<file path="config.mk">
export PLATFORM = sky130hd
export DESIGN_NAME = memory_access_flat
export DESIGN_NICKNAME = d
export VERILOG_FILES = /design/src/rtl/memory_access_if.sv /design/src/rtl/memory_access.sv /design/src/flat_wrapper.sv
export SDC_FILE = /design/constraint.sdc
export NUM_CORES = 1
export LEC_CHECK = 0
export ABC_AREA = 1
export BUFFER_PORTS_ARGS = -buffer_cell sky130_fd_sc_hd__buf_2
export CORE_AREA = 5 5 236 238
export CTS_BUF_LIST = sky130_fd_sc_hd__clkbuf_8
export DETAILED_ROUTE_END_ITERATION = 16
export DIE_AREA = 0 0 241 243
export HOLD_SLACK_MARGIN = 0.15
export PLACE_DENSITY = 0.54
export SLEW_MARGIN = 20
export SYNTH_ARGS = -nofsm -noshare
export SYNTH_HDL_FRONTEND = slang
export SYNTH_SLANG_ARGS = --single-unit
</file>
<file path="constraint.sdc">
create_clock -name clk -period 2.4 [get_ports clk]
set_input_delay 0.48 -clock clk [delete_from_list [all_inputs] [get_ports clk]]
set_output_delay 0.48 -clock clk [all_outputs]
set_load 0.01 [all_outputs]
</file>
<file path="src/rtl/memory_access_if.sv">
// Single-outstanding data bus between the memory stage (master) and the data memory (slave).
// The request holds steady from issue until the one-cycle resp_ok pulse.
interface memory_access_if #(parameter int XLEN = 64);
  logic            req_valid;
  logic            req_write;
  logic [XLEN-1:0] req_addr;
  logic [1:0]      req_size;
  logic [7:0]      req_strobe;
  logic [XLEN-1:0] req_data;
  logic            resp_ok;
  logic [XLEN-1:0] resp_data;

  modport master (
    output req_valid, req_write, req_addr, req_size, req_strobe, req_data,
    input  resp_ok, resp_data
  );

  modport slave (
    input  req_valid, req_write, req_addr, req_size, req_strobe, req_data,
    output resp_ok, resp_data
  );
endinterface

</file>
<file path="src/rtl/memory_access.sv">
// RV64 memory stage: issues loads/stores on the single-outstanding bus, aligns and extends
// load data, registers the writeback slot and drives the stall and forwarding tap.
module memory_access #(
  parameter int XLEN = 64,
  parameter int REGW = 5
) (
  input  logic            clk,
  input  logic            reset,
  input  logic            in_valid,
  input  logic            in_error,
  input  logic [XLEN-1:0] in_pc,
  input  logic            in_load,
  input  logic            in_store,
  input  logic [1:0]      in_size,
  input  logic            in_unsigned,
  input  logic [XLEN-1:0] in_addr,
  input  logic [XLEN-1:0] in_wdata,
  input  logic            in_regwrite,
  input  logic [REGW-1:0] in_dst,
  input  logic            flushm,
  output logic            stopm,
  memory_access_if.master bus,
  output logic            out_valid,
  output logic [XLEN-1:0] out_pc,
  output logic            out_regwrite,
  output logic [REGW-1:0] out_dst,
  output logic [XLEN-1:0] out_result,
  output logic            out_error,
  output logic [REGW-1:0] tran_dst,
  output logic [XLEN-1:0] tran_data,
  output logic            tran_busy
);

  typedef enum logic [1:0] {IDLE, BUSY, DRAIN} state_t;

  state_t          state;
  logic            live;
  logic            mem;
  logic            misalign;
  logic [2:0]      offset;
  logic [XLEN-1:0] lane;
  logic [XLEN-1:0] load_value;
  logic [7:0]      byte_mask;
  logic [15:0]     strobe_wide;
  logic [XLEN-1:0] result;

  assign live   = in_valid & ~in_error;
  assign mem    = live & (in_load | in_store);
  assign offset = in_addr[2:0];

  // NOTE: every signal driven from always_comb gets a default first, so no latch is inferred.
  always_comb begin
    misalign  = 1'b0;
    byte_mask = 8'hFF;
    case (in_size)
      2'd0: begin misalign = 1'b0;          byte_mask = 8'h01; end
      2'd1: begin misalign = offset[0];     byte_mask = 8'h03; end
      2'd2: begin misalign = |offset[1:0];  byte_mask = 8'h0F; end
      default: begin misalign = |offset;    byte_mask = 8'hFF; end
    endcase
    misalign = misalign & mem;
  end

  // Bytes pushed past lane 7 fall off, so a full-width strobe shifted up is clipped to 8 bits.
  assign strobe_wide = {8'h00, byte_mask} << offset;

  always_comb begin
    lane       = bus.resp_data >> {offset, 3'b000};
    load_value = lane;
    case (in_size)
      2'd0: load_value = {{(XLEN-8){~in_unsigned & lane[7]}},   lane[7:0]};
      2'd1: load_value = {{(XLEN-16){~in_unsigned & lane[15]}}, lane[15:0]};
      2'd2: load_value = {{(XLEN-32){~in_unsigned & lane[31]}}, lane[31:0]};
      default: load_value = lane;
    endcase
  end

  assign result    = in_load ? load_value : in_addr;
  assign stopm     = (mem & ~misalign & ~((state == BUSY) & bus.resp_ok)) | (state == DRAIN);
  assign tran_dst  = (live & in_regwrite & ~misalign & ~flushm) ? in_dst : '0;
  assign tran_data = result;
  assign tran_busy = in_load & stopm;

  // req_valid follows the state register directly, so reset drops it without waiting for a clock.
  assign bus.req_valid = (state != IDLE);

  // NOTE: sequential state uses non-blocking assignments so every flop samples pre-edge values.
  always_ff @(posedge clk or negedge reset) begin
    if (!reset) begin
      state          <= IDLE;
      bus.req_write  <= 1'b0;
      bus.req_addr   <= '0;
      bus.req_size   <= '0;
      bus.req_strobe <= '0;
      bus.req_data   <= '0;
    end else begin
      case (state)
        IDLE: begin
          if (mem & ~misalign & ~flushm) begin
            state          <= BUSY;
            bus.req_write  <= in_store;
            bus.req_addr   <= in_addr;
            bus.req_size   <= in_size;
            bus.req_strobe <= strobe_wide[7:0];
            bus.req_data   <= in_wdata << {offset, 3'b000};
          end
        end
        BUSY: begin
          if (bus.resp_ok)  state <= IDLE;
          else if (flushm)  state <= DRAIN;
        end
        DRAIN: begin
          // The bus cannot abandon a request, so a squashed access waits out its response.
          if (bus.resp_ok) state <= IDLE;
        end
        default: state <= IDLE;
      endcase
    end
  end

  always_ff @(posedge clk or negedge reset) begin
    if (!reset) begin
      out_valid    <= 1'b0;
      out_pc       <= '0;
      out_regwrite <= 1'b0;
      out_dst      <= '0;
      out_result   <= '0;
      out_error    <= 1'b0;
    end else if (flushm || stopm) begin
      out_valid <= 1'b0;
    end else begin
      out_valid    <= in_valid;
      out_pc       <= in_pc;
      out_regwrite <= in_regwrite & ~in_store;
      out_dst      <= in_dst;
      out_result   <= result;
      out_error    <= in_error | misalign;
    end
  end

endmodule

</file>
<file path="src/flat_wrapper.sv">
// flat-port wrapper written by rule: the top's interface ports become plain ports
module memory_access_flat 
#(
  parameter int XLEN = 64,
  parameter int REGW = 5
)
  (clk, reset, in_valid, in_error, in_pc, in_load, in_store, in_size, in_unsigned, in_addr, in_wdata, in_regwrite, in_dst, flushm, stopm, out_valid, out_pc, out_regwrite, out_dst, out_result, out_error, tran_dst, tran_data, tran_busy, bus_req_valid, bus_req_write, bus_req_addr, bus_req_size, bus_req_strobe, bus_req_data, bus_resp_ok, bus_resp_data);
  memory_access_if #(.XLEN(XLEN)) bus_i ();
  input  logic clk;
  input  logic reset;
  input  logic in_valid;
  input  logic in_error;
  input  logic [XLEN-1:0] in_pc;
  input  logic in_load;
  input  logic in_store;
  input  logic [1:0] in_size;
  input  logic in_unsigned;
  input  logic [XLEN-1:0] in_addr;
  input  logic [XLEN-1:0] in_wdata;
  input  logic in_regwrite;
  input  logic [REGW-1:0] in_dst;
  input  logic flushm;
  output logic stopm;
  output logic out_valid;
  output logic [XLEN-1:0] out_pc;
  output logic out_regwrite;
  output logic [REGW-1:0] out_dst;
  output logic [XLEN-1:0] out_result;
  output logic out_error;
  output logic [REGW-1:0] tran_dst;
  output logic [XLEN-1:0] tran_data;
  output logic tran_busy;
  output wire logic [$bits(bus_i.req_valid)-1:0] bus_req_valid;
  output wire logic [$bits(bus_i.req_write)-1:0] bus_req_write;
  output wire logic [$bits(bus_i.req_addr)-1:0] bus_req_addr;
  output wire logic [$bits(bus_i.req_size)-1:0] bus_req_size;
  output wire logic [$bits(bus_i.req_strobe)-1:0] bus_req_strobe;
  output wire logic [$bits(bus_i.req_data)-1:0] bus_req_data;
  input wire logic [$bits(bus_i.resp_ok)-1:0] bus_resp_ok;
  input wire logic [$bits(bus_i.resp_data)-1:0] bus_resp_data;
  assign bus_req_valid = bus_i.req_valid;
  assign bus_req_write = bus_i.req_write;
  assign bus_req_addr = bus_i.req_addr;
  assign bus_req_size = bus_i.req_size;
  assign bus_req_strobe = bus_i.req_strobe;
  assign bus_req_data = bus_i.req_data;
  assign bus_i.resp_ok = bus_resp_ok;
  assign bus_i.resp_data = bus_resp_data;
  memory_access #(.XLEN(XLEN), .REGW(REGW)) u_core (.clk(clk), .reset(reset), .in_valid(in_valid), .in_error(in_error), .in_pc(in_pc), .in_load(in_load), .in_store(in_store), .in_size(in_size), .in_unsigned(in_unsigned), .in_addr(in_addr), .in_wdata(in_wdata), .in_regwrite(in_regwrite), .in_dst(in_dst), .flushm(flushm), .stopm(stopm), .bus(bus_i), .out_valid(out_valid), .out_pc(out_pc), .out_regwrite(out_regwrite), .out_dst(out_dst), .out_result(out_result), .out_error(out_error), .tran_dst(tran_dst), .tran_data(tran_data), .tran_busy(tran_busy));
endmodule
</file>
* Yosys cells after proc, flatten, opt, wreduce, memory -nomap -nowiden
Index checks and enable logic that the tools add are counted.
W data, S select, Z words.
** Storage, ports and cells
- Memories kept :: 0
- Bits of input ports :: 273
- Bits in latches :: 0
- Output and inout port bits :: 347
- RAM bits :: 0
- Register bits after elaboration :: 277
- ROM bits :: 0
** Cells by class
- Bitwise gates (word level) :: 24
- Reductions and logical operators :: 8
- Magnitude comparators :: 0
- Shift operators :: 3
- Mux-type cells :: 11
- Equality and inequality tests :: 7
- Div/mod/pow operators :: 0
- Multiply operators :: 0
- Add/sub/neg operators :: 0
** Operators by type and width (count)
- $pmux W64 S3 :: 1
- $mux W64 :: 1
- $shl A64 B6 Y64 :: 1
- $shr A64 B6 Y64 :: 1
- $pmux W8 S3 :: 1
- $and A1 B1 Y1 :: 15
- $mux W2 :: 4
- $shl A8 B3 Y8 :: 1
- $not A1 Y1 :: 6
- $pmux W2 S3 :: 1
- $mux W5 :: 1
- $eq A2 B1 Y1 const B :: 2
- $eq A2 B2 Y1 const B :: 2
- $logic_not A2 Y1 :: 2
- $ne A3 B3 Y1 const B :: 1
- $or A1 B1 Y1 :: 3
- $pmux W1 S3 :: 1
- $reduce_and A3 Y1 :: 1
- $reduce_or A3 Y1 :: 1
- $ne A2 B1 Y1 const B :: 1
- $ne A2 B2 Y1 const B :: 1
- $reduce_and A2 Y1 :: 1
- $reduce_bool A2 Y1 :: 1
- $reduce_or A2 Y1 :: 1
- 2 further kinds :: 2

* Longest topological paths before layout
Gate-level depths: netlist (run 1).
- Depth in word-level cells :: 10
- Depth in mapped cells :: 14
- Gate-level depth less buffers :: 11

* Least setup slack after synthesis (run 1)
Ideal clock, no wire load.
- Path type :: in2out
- Start :: in in_addr[1]
- End :: out tran_data[33]
- Cell stages on the path :: 8
- Required time :: 1.920 ns
- Slack :: 0.204 ns
- Arrival :: 1.716 ns
- Cell sequence :: buf_4 > inv_4 > buf_2 > nand3_1 > nand3_1 > nand3_2 > buf_1 > a31oi_1
** On the way
- Longest elaborated chain between the ends :: 4
- Elaborated cells between the ends (all ways) :: 6
- Those cells by class :: shift (1); mux (2); bitwise (3)
** RTL lines
- start, declared :: line flat_wrapper.sv:18 : input logic [XLEN-1:0] in_addr;
- $shr A64 B6 Y64 (*) :: line memory_access.sv:68 : lane = bus.resp_data >> {offset, 3'b000};
- $and A1 B1 Y1, on equally long branches :: line memory_access.sv:73, memory_access.sv:71, memory_access.sv:72
- $pmux W64 S3 (*) :: line memory_access.sv:70 : case (in_size)
- $mux W64 (*) :: line memory_access.sv:78 : assign result = in_load ? load_value : in_addr;
- end, declared :: line flat_wrapper.sv:31 : output logic [XLEN-1:0] tran_data;
Every way passes the cells marked *; elsewhere a longest branch is shown, timed or not.

* Worst setup path after layout (run 1)
- Start :: in in_addr[0]
- End :: out tran_data[29]
** On the way
- Longest elaborated chain between the ends :: 4
- Elaborated cells between the ends (all ways) :: 5
- Those cells by class :: shift (1); mux (2); bitwise (2)
** RTL lines (line)
- $shr A64 B6 Y64 (*) :: memory_access.sv:68
- $and A1 B1 Y1, on equally long branches :: memory_access.sv:72, memory_access.sv:71
- $pmux W64 S3 (*) :: memory_access.sv:70
- $mux W64 (*) :: memory_access.sv:78
Marks and branches as above.

==> run_results.csv, run 1 <==
group,metric,value,unit
job,max_cap_violations,0,
detailed_routing,drt_iter0_markers,1424,
worst_setup_path,cp.arrival,1.92,ns
die,start_util,0.294,
logic_synthesis,yosys.cell_count.top_type,"nand2_1",
clock_network,cts_sinks,277,
worst_setup_path,cp_slowest_stage_delay,0.18,ns
timing,worst_slew_pin_slew,0.733,ns
place,hpwlAfterDp,61000,microns
logic_synthesis,synth_area_leaders,"dfrtp_1 (44%), nand2_1 (24%), nand3_1 (5.9%)",
logic_synthesis,ys_warn_count,0,
logic_synthesis,ys_async_sr_fraction,1.00,
worst_setup_path,cp_max_fo,6,
detailed_routing,postRouteAntennaNets,0,
logic_synthesis,yosys-top-cells-count,"nand2_1 (1017), dfrtp_1 (277), nand3_1 (185), o21ai_0 (137), inv_1 (130)",
detailed_routing,drc_errors,0,
logic_synthesis,avgSynthCellArea,7.06,sq um
timing,fin_setup_tns,-0.00178,ns
logic_synthesis,synth_edf_count,0,
logic_synthesis,synth_top_area_frac,0.442,
global_routing,grt_overflow,0,
logic_synthesis,ys_types,40,
timing,fin_crit,2.40,ns
pwr,vdd_drop_max,0.455,mV
place,gp_congestion,0.978,
detailed_routing,vias,18800,
place,dpl_worst_slack,-0.113,ns
global_routing,grt_pass1_wl,115000,microns
logic_synthesis,syn_inst,2222,
finish,layout.nets,3344,
timing,max_slew_margin,0.511,
worst_setup_path,crit_path_end_kind,"output port",
hold_path,hold_path.class,"in -> reg",
logic_synthesis,synth_seq_cells,277,
clock_network,cts_tree,"done",
worst_setup_path,path_class,"in -> out",
worst_setup_path,cp_common_cell,"nand2_2",
logic_synthesis,yosys.area.top_type,"dfrtp_1",
timing,drv_slew,0,
worst_setup_path,critPathSlowestCell,"buf_12",
clock_network,numCtsBuffers,54,
detailed_routing,wire_per_inst,20.8,microns
detailed_routing,dr.pass1.iters,6,
clock_network,clock-root-buffer,"clkbuf_8",
global_routing,grt_max_degree,80,
worst_setup_path,crit_required,1.92,ns
timing,fin_ws,-0.00178,ns
logic_synthesis,synth-main-ff-cell,"dfrtp_1",
worst_setup_path,worstPathCellList,"buf_16 -> buf_12 -> nand2_2 -> nand3_2 -> nand3_1 -> nand2_1 -> nand2_2 -> nand2_2 -> clkinv_4 -> buf_12 -> buf_4 -> a21boi_1 -> buf_2",
clock_network,path_clk_slew,0.05,ns
timing,finalSetupViolCount,1,
timing,clock-skew-final,0.0154,ns
pwr,power.density,672,nW/um^2
timing,rsz0062_at_grt,"true",
die,fp.dieW,241,microns
timing,post-route-period-util,1.00,
pwr,leakagePower,13.3,nW
clock_network,cts_max_level,2,
run_status,violations,"setup timing",
finish,final_util,0.448,
die,die_height,243,microns
global_routing,antenna_found_initial,38,
global_routing,grt_pass1_vias,18500,
global_routing,global_route.usage.total,0.255,
logic_synthesis,synth.net_count,2495,
die,num_io_pins,620,
die,die-area,58600,sq um
detailed_routing,viasPerCell,4.92,
die,rows,85,
pwr,total_power,16.1,mW
detailed_routing,drt_wl_total,79500,microns
logic_synthesis,synth-seq-area-share,0.442,
finish,drive_above_1_share,0.326,
place,portBuffers,619,
run_status,outcome,"finished with violations",
timing,fmax,416,MHz
clock_network,clockBufferDepth,3,
die,coreArea,53400,sq um
worst_setup_path,startpoint_type,"input pin",
clock_network,clk_latency,0.63,ns
finish,area_growth,52.6,%
timing,hold_violations,0,
logic_synthesis,netlist_area,15700,sq um
[cell usage in the layout, fill, tap and decap left out, types with 8 or more instances in the layout]
cell / n
nand2_1: 996
buf_2: 613
dfrtp_1: 277
nand3_1: 172
buf_4: 145
inv_1: 143
dlygate4sd3_1: 139
o21ai_0: 122
nor2_1: 69
clkbuf_8: 68
buf_12: 39
a21oi_1: 38
o211ai_1: 36
nand4_1: 33
a31oi_1: 23
o31ai_2: 22
nand2_2: 20
diode_2: 18
o21ai_1: 15
nand3_2: 14
a31oi_2: 13
clkinv_2: 12
a21oi_2: 9
a21boi_1: 8
[routing by layer]
metal | track usage | wire length [microns] | up-vias
met5 | 0 | 158 | -
met4 | 0.0896 | 2850 | 26
met3 | 0.0638 | 6170 | 185
met2 | 0.424 | 37700 | 841
met1 | 0.323 | 32700 | 8899
li1 | - | - | 8893
[worst max-delay path, delay by kind of cell]
| family | cells | cell delay [ns] |
|---|---|---|
| buffers and inverters | 6 | 0.84 |
| and+or+nand+nor | 6 | 0.47 |
| AOI/OAI and AO/OA | 1 | 0.12 |
[worst paths after layout]
path	startpoint	end	slack, ns	cells after the start
setup / recovery	in_addr[0]	tran_data[29]	-0.002	13
hold / removal	in_addr[27]	u_core.bus.req_addr[27]$_DFFE_PN0P_	0.20	3
setup reg to reg	u_core.state[1]$_DFFE_PN0P_	u_core.out_result[23]$_DFFE_PN0N_	0.58	9
hold reg to reg	u_core.out_pc[13]$_DFFE_PN0N_	u_core.out_pc[13]$_DFFE_PN0N_	0.47	2
max in group asynchronous	reset	u_core.bus.req_addr[5]$_DFFE_PN0P_	1.22	3
min in group asynchronous	reset	u_core.bus.req_data[10]$_DFFE_PN0P_	0.36	2
[area by class of cell]
type,instances,area (sq um)
Antenna cell,18,45.0
Clock buffer,68,936
Clock inverter,33,205
Fill cell,5503,29500
Inverter,139,559
Multi-Input combinational cell,1647,7770
Sequential cell,277,6930
Tap cell,696,871
Timing Repair Buffer,951,6610
Timing Repair inverter,1,3.75
[cell families (layout without fill, tap and decap cells)]
kind of cell	Yosys count	after routing	synth area share
flops	277	277	0.442
compound gates	314	314	0.125
other cells	0	18	0
mux	2	2	0.00128
buf+inv	298	1192	0.0886
simple gates	1331	1331	0.344
[power breakdown]
part | internal, mW | switching (mW) | total [mW]
clock | 2.77 | 2.17 | 4.94
sequential | 5.57 | 0.542 | 6.11
combinational | 2.05 | 2.99 | 5.03
total | 10.4 | 5.70 | 16.1
[through the flow]
step	hold WS [ns]	instance area, sq um	std cells
after detailed placement	0.454	20600	3560
after CTS	0.153	23400	3804
final	0.196	23900	3830
after floorplan	0.184	15700	2222
after global placement	0.451	20600	3560
after global routing	0.185	23900	3821
[sequential cells by signal (all words and copies together), names as in the netlist]
register,count
u_core.state,2
u_core.out_pc,64
u_core.out_result,64
u_core.bus.req_addr,64
u_core.out_dst,5
u_core.out_error,1
u_core.bus.req_write,1
u_core.bus.req_strobe,8
u_core.bus.req_size,2
u_core.bus.req_data,64
u_core.out_valid,1
u_core.out_regwrite,1
[what timing repair did]
action                     in CTS  in global routing
setup buffers                   1                  4
hold buffers                  139                  1
resized for setup              31                108
gates cloned                    3                  3
setup endpoints to repair      53                 63
hold endpoints to repair      188                  2
pin swaps                       0                 17
Note: power is estimated with default switching activity, not from simulation.
==> run 2, diff against run 1 <==
--- a/config.mk
+++ b/config.mk
@@ -12,7 +12,6 @@
 export DETAILED_ROUTE_END_ITERATION = 16
 export DIE_AREA = 0 0 241 243
 export HOLD_SLACK_MARGIN = 0.15
-export PLACE_DENSITY = 0.54
 export SLEW_MARGIN = 20
 export SYNTH_ARGS = -nofsm -noshare
 export SYNTH_HDL_FRONTEND = slang
==> constraint.sdc (replaced) <==
create_clock -name clk -period 2.4 [get_ports clk]
set_input_delay 0.48 -clock clk [delete_from_list [all_inputs] [get_ports clk]]
set_output_delay 0.48 -clock clk [all_outputs]
set_load 0.1 [all_outputs]
==> run_results.csv, run 2 (synthesized netlist as in run 1, its figures left out) <==
group,metric,value,unit
detailed_routing,drt_iter0_markers,1476,
timing,worst_slew_pin_slew,0.699,ns
finish,multiInputGateArea,8460,sq um
job,max_cap_violations,0,
worst_setup_path,crit_required,1.92,ns
finish,area_growth,67.6,%
global_routing,grt_pass1_vias,18300,
worst_setup_path,reg2reg_depth,6,
pwr,vdd_drop_max,0.681,mV
die,coreArea,53400,sq um
die,start_util,0.294,
global_routing,grt_pass1_wl,118000,microns
worst_setup_path,critPathBufInv,6,
worst_setup_path,critPathSlowestCell,"a31oi_4",
finish,drive_above_1_share,0.363,
hold_path,worstHoldStart,"in_addr[8]",
finish,fill_cells,5194,
die,rows,85,
worst_setup_path,worstPathCellList,"buf_16 -> buf_12 -> nor2_4 -> buf_4 -> buf_4 -> nand2_1 -> nand2_2 -> a21oi_1 -> buf_4 -> a31oi_4 -> buf_12",
timing,finalSetupViolCount,15,
worst_setup_path,rr_endpoint,"u_core.bus.req_data[30]$_DFFE_PN0P_",
timing,clock-skew-final,0.0206,ns
detailed_routing,wire_per_inst,20.8,microns
clock_network,path_clk_slew,0.06,ns
worst_setup_path,crit_family,"buffers and inverters",
timing,fin_crit,2.43,ns
worst_setup_path,crit_cells,11,
clock_network,cts_sinks,277,
die,die_height,243,microns
clock_network,clk_latency,0.63,ns
worst_setup_path,path_class,"in -> out",
pwr,total_power,23.9,mW
timing,fin_setup_tns,-0.135,ns
pwr,power.density,910,nW/um^2
die,fp.dieW,241,microns
worst_setup_path,startpoint_type,"input pin",
place,portBuffers,619,
place,gp_congestion,0.960,
place,dpl_worst_slack,-0.317,ns
timing,max_slew_margin,0.534,
timing,post-route-period-util,1.01,
global_routing,grt_overflow,0,
worst_setup_path,worst-r2r-setup-slack,0.64,ns
timing,fmax,411,MHz
timing,drv_slew,0,
worst_setup_path,cp_slowest_stage_delay,0.21,ns
timing,fin_ws,-0.0333,ns
detailed_routing,vias,19100,
clock_network,cts_tree,"done",
worst_setup_path,cp_common_cell,"buf_4",
hold_path,hold_end,"u_core.bus.req_addr[8]$_DFFE_PN0P_",
die,die-area,58600,sq um
hold_path,hold_path.class,"in -> reg",
timing,hold_violations,0,
clock_network,numCtsBuffers,52,
finish,final_common_cell,"nand2_1",
timing,rsz0062_at_grt,"true",
clock_network,clockBufferDepth,3,
detailed_routing,viasPerCell,4.90,
die,num_io_pins,620,
place,hpwlAfterDp,61200,microns
finish,seq_area,6930,sq um
global_routing,grt_max_degree,72,
worst_setup_path,cp_max_fo,7,
detailed_routing,drt_wl_total,81000,microns
global_routing,antenna_found_initial,41,
pwr,leakagePower,14.1,nW
hold_path,min_path_cells,3,
global_routing,global_route.usage.total,0.263,
clock_network,clock-root-buffer,"clkbuf_8",
detailed_routing,postRouteAntennaNets,0,
detailed_routing,dr.pass1.iters,6,
finish,layout.nets,3406,
place,numPlacedInstances,3605,
worst_setup_path,crit-reg2reg-launch,"u_core.state[1]$_DFFE_PN0P_",
finish,layout_common_cells,"nand2_1 (980), buf_2 (543), dfrtp_1 (277), buf_4 (200), nand3_1 (166)",
run_status,violations,"setup timing",
worst_setup_path,crit_path_end_kind,"output port",
detailed_routing,drc_errors,0,
clock_network,cts_max_level,2,
run_status,outcome,"finished with violations",
timing,holdWs,0.201,ns
worst_setup_path,cp.arrival,1.95,ns
finish,fin_cells,3900,
run 2: cell types whose count changed in the layout (fill, tap and decap cells not counted), sizes merged:
cell / before / now
dlymetal6s4s: 1 / 0
bufbuf: 2 / 1
nand3: 187 / 188
bufinv: 2 / 4
clkbuf: 71 / 67
dlygate4sd3: 139 / 138
diode: 18 / 27
inv: 155 / 156
clkinvlp: 2 / 6
buf: 806 / 869
clkinv: 14 / 11
run 2: area by class of cell:
class / count / share of cell area
Multi-Input combinational cell: 1648 / 0.322
Inverter: 139 / 0.0224
Clock buffer: 63 / 0.0330
Clock inverter: 35 / 0.0102
Timing Repair Buffer: 1012 / 0.312
Timing Repair inverter: 3 / 0.00133
Tap cell: 696 / 0.0331
Antenna cell: 27 / 0.00257
Sequential cell: 277 / 0.264
run 2: where the power goes:
part | switching, mW | leakage [nW] | internal, mW
registers | 0.507 | 3.50 | 5.57
clock network | 2.22 | 0.656 | 2.83
logic | 10.2 | 9.96 | 2.57
total | 13.0 | 14.1 | 11.0
run 2: per-stage QoR:
step                      utilization  cell area [sq um]
after floorplan                     -              16700
after global placement          0.427              22800
after detailed placement        0.427              22800
after CTS                       0.485              25900
after global routing            0.492              26300
final                           0.492              26300
run 2: worst max path at each step:
stage                     startpoint             to
after CTS                 in_addr[0]  tran_data[21]
after global routing      in_addr[0]  tran_data[21]
final                     in_addr[0]  tran_data[44]
after global placement    in_addr[0]  tran_data[51]
after detailed placement  in_addr[0]  tran_data[51]
after floorplan           in_addr[0]   tran_data[0]
run 2: per-layer routing:
| metal | share of wire | track usage |
|---|---|---|
| met1 | 0.41 | 0.347 |
| met2 | 0.46 | 0.413 |
| met3 | 0.079 | 0.0656 |
| met4 | 0.041 | 0.108 |
| met5 | 0.0029 | 0 |
run 2: timing repair:
action | in CTS | in global routing
pin swaps | 17 | 24
gates cloned | 8 | 4
resized for setup | 100 | 60
hold buffers | 138 | 0
endpoints found under the hold margin | 190 | 0
endpoints found under the setup margin | 64 | 65
setup buffers | 14 | 9
run 2: worst min-delay path: stages:
cell and delay (ns):
buf_2 0.08, inv_1 0.06, o21ai_0 0.16
==> run 3, diff against run 2 <==
--- a/config.mk
+++ b/config.mk
@@ -8,7 +8,7 @@
 export ABC_AREA = 1
 export BUFFER_PORTS_ARGS = -buffer_cell sky130_fd_sc_hd__buf_2
 export CORE_AREA = 5 5 236 238
-export CTS_BUF_LIST = sky130_fd_sc_hd__clkbuf_8
+export CTS_BUF_LIST = sky130_fd_sc_hd__clkbuf_16
 export DETAILED_ROUTE_END_ITERATION = 16
 export DIE_AREA = 0 0 241 243
 export HOLD_SLACK_MARGIN = 0.15
==> run_results.csv, run 3 (synthesized netlist as in run 1, its figures left out) <==
group,metric,value,unit
die,start_util,0.294,
die,fp.dieW,241,microns
timing,fmax,411,MHz
die,num_io_pins,620,
detailed_routing,vias,18700,
detailed_routing,drt_wl_total,79900,microns
clock_network,clockBufferDepth,3,
timing,clock-skew-final,0.0120,ns
die,die-area,58600,sq um
timing,fin_setup_tns,-0.242,ns
global_routing,global_route.usage.total,0.259,
timing,post-route-period-util,1.01,
worst_setup_path,crit-reg2reg-launch,"u_core.state[1]$_DFFE_PN0P_",
finish,drive_above_1_share,0.368,
timing,max_slew_margin,0.536,
pwr,power.density,925,nW/um^2
timing,drv_slew,0,
clock_network,cts_max_level,2,
place,hpwlAfterDp,61200,microns
finish,final_util,0.483,
worst_setup_path,rr_endpoint,"u_core.bus.req_strobe[2]$_DFFE_PN0P_",
clock_network,clock-root-buffer,"clkbuf_16",
detailed_routing,wire_per_inst,21.0,microns
worst_setup_path,cp_max_fo,7,
global_routing,grt_overflow,0,
finish,layout.nets,3336,
die,rows,85,
job,max_cap_violations,0,
detailed_routing,drt_iter0_markers,1632,
hold_path,hold_path.class,"in -> reg",
clock_network,cts_tree,"done",
clock_network,numCtsBuffers,35,
place,gp_congestion,0.960,
worst_setup_path,crit_path_end_kind,"output port",
worst_setup_path,cp.arrival,1.95,ns
finish,fill_cells,5237,
timing,hold_violations,0,
detailed_routing,viasPerCell,4.91,
global_routing,grt_pass1_wl,116000,microns
die,die_height,243,microns
global_routing,met3_usage,0.0669,
place,numPlacedInstances,3605,
timing,finalSetupViolCount,22,
worst_setup_path,reg2reg_depth,7,
timing,fin_crit,2.43,ns
global_routing,grt-busiest-layer,"met2",
worst_setup_path,worst-r2r-setup-slack,0.64,ns
detailed_routing,drc_errors,0,
clock_network,cts_sinks,277,
worst_setup_path,crit_required,1.92,ns
pwr,leakagePower,13.8,nW
finish,area_growth,64.5,%
die,coreArea,53400,sq um
run_status,violations,"setup timing",
clock_network,path_clk_slew,0.06,ns
clock_network,clk_latency,0.54,ns
timing,rsz0062_at_grt,"true",
hold_path,hold_end,"u_core.bus.req_addr[48]$_DFFE_PN0P_",
worst_setup_path,path_class,"in -> out",
finish,layout_common_cells,"nand2_1 (975), buf_2 (544), dfrtp_1 (277), buf_4 (197), nand3_1 (164)",
run_status,outcome,"finished with violations",
global_routing,use_met1,0.343,
timing,holdWs,0.176,ns
hold_path,min_path_cells,3,
pwr,total_power,23.9,mW
finish,final_common_cell,"nand2_1",
detailed_routing,dr.pass1.iters,5,
timing,fin_ws,-0.0307,ns
global_routing,grt_max_degree,72,
hold_path,worstHoldStart,"in_addr[48]",
detailed_routing,postRouteAntennaNets,0,
pwr,vdd_drop_max,0.698,mV
timing,worst_slew_pin_slew,0.696,ns
worst_setup_path,startpoint_type,"input pin",
finish,multiInputGateArea,8500,sq um
finish,fin_cells,3805,
global_routing,antenna_found_initial,45,
finish,seq_area,6930,sq um
place,portBuffers,619,
global_routing,grt_pass1_vias,17600,
global_routing,globalRouteMet2Util,0.407,
==> run 3: cell types whose count changed in the layout (fill, tap and decap cells not counted), sizes merged <==
cell	delta
bufinv	-2
clkbuf	-23
clkinvlp	+1
dlygate4sd3	-57
inv	-14
==> run 3: what timing repair did <==
action,in CTS,in global routing
pin swaps,17,40
setup buffers,14,10
endpoints found under the hold margin,134,0
endpoints found under the setup margin,64,65
hold buffers,81,0
resized for setup,90,87
cloned,8,6
==> run 3: power by group <==
part	internal (mW)	total (mW)	switching, mW
Clock	2.92	5.03	2.11
Combinational	2.53	12.8	10.2
Sequential	5.57	6.07	0.502
==> run 3: final cells by class <==
class                           instances  area share
Antenna cell                           27     0.00262
Clock buffer                           36      0.0349
Clock inverter                         20     0.00616
Inverter                              139      0.0229
Multi-Input combinational cell       1648       0.330
Sequential cell                       277       0.269
Tap cell                              696      0.0338
Timing Repair Buffer                  959       0.300
Timing Repair inverter                  3     0.00136
==> run 3: routing by layer <==
layer | routed length (microns) | share of wire
met5 | 263 | 0.0033
met4 | 3020 | 0.038
met3 | 6840 | 0.086
met2 | 36900 | 0.46
met1 | 32900 | 0.41
==> run 3: stage by stage <==
stage	setup slack [ns]	cell area, sq um
after CTS	-0.0185	25200
final	-0.0307	25800
after global placement	-0.246	22800
after detailed placement	-0.317	22800
after global routing	-0.0805	25800
after floorplan	-0.578	16700
==> run 3: how the worst max path moves through the flow <==
stage               cells past startpoint            end  slack (ns)       start
global placement                       11  tran_data[51]       -0.25  in_addr[0]
floorplan                               6   tran_data[0]       -0.58  in_addr[0]
detailed placement                     11  tran_data[51]       -0.32  in_addr[0]
finish                                 11  tran_data[11]       -0.03  in_addr[0]
CTS                                    12  tran_data[18]       -0.02  in_addr[0]
global route                           13  tran_data[17]       -0.08  in_addr[0]
==> run 3: critical path, cell delays in order <==
cell	delay, ns
buf_16	0.13
buf_12	0.15
nor2_4	0.13
buf_4	0.16
nand2_1	0.07
buf_4	0.14
nand3_1	0.12
nand3_1	0.11
nand3_1	0.10
and2_2	0.17
buf_12	0.18
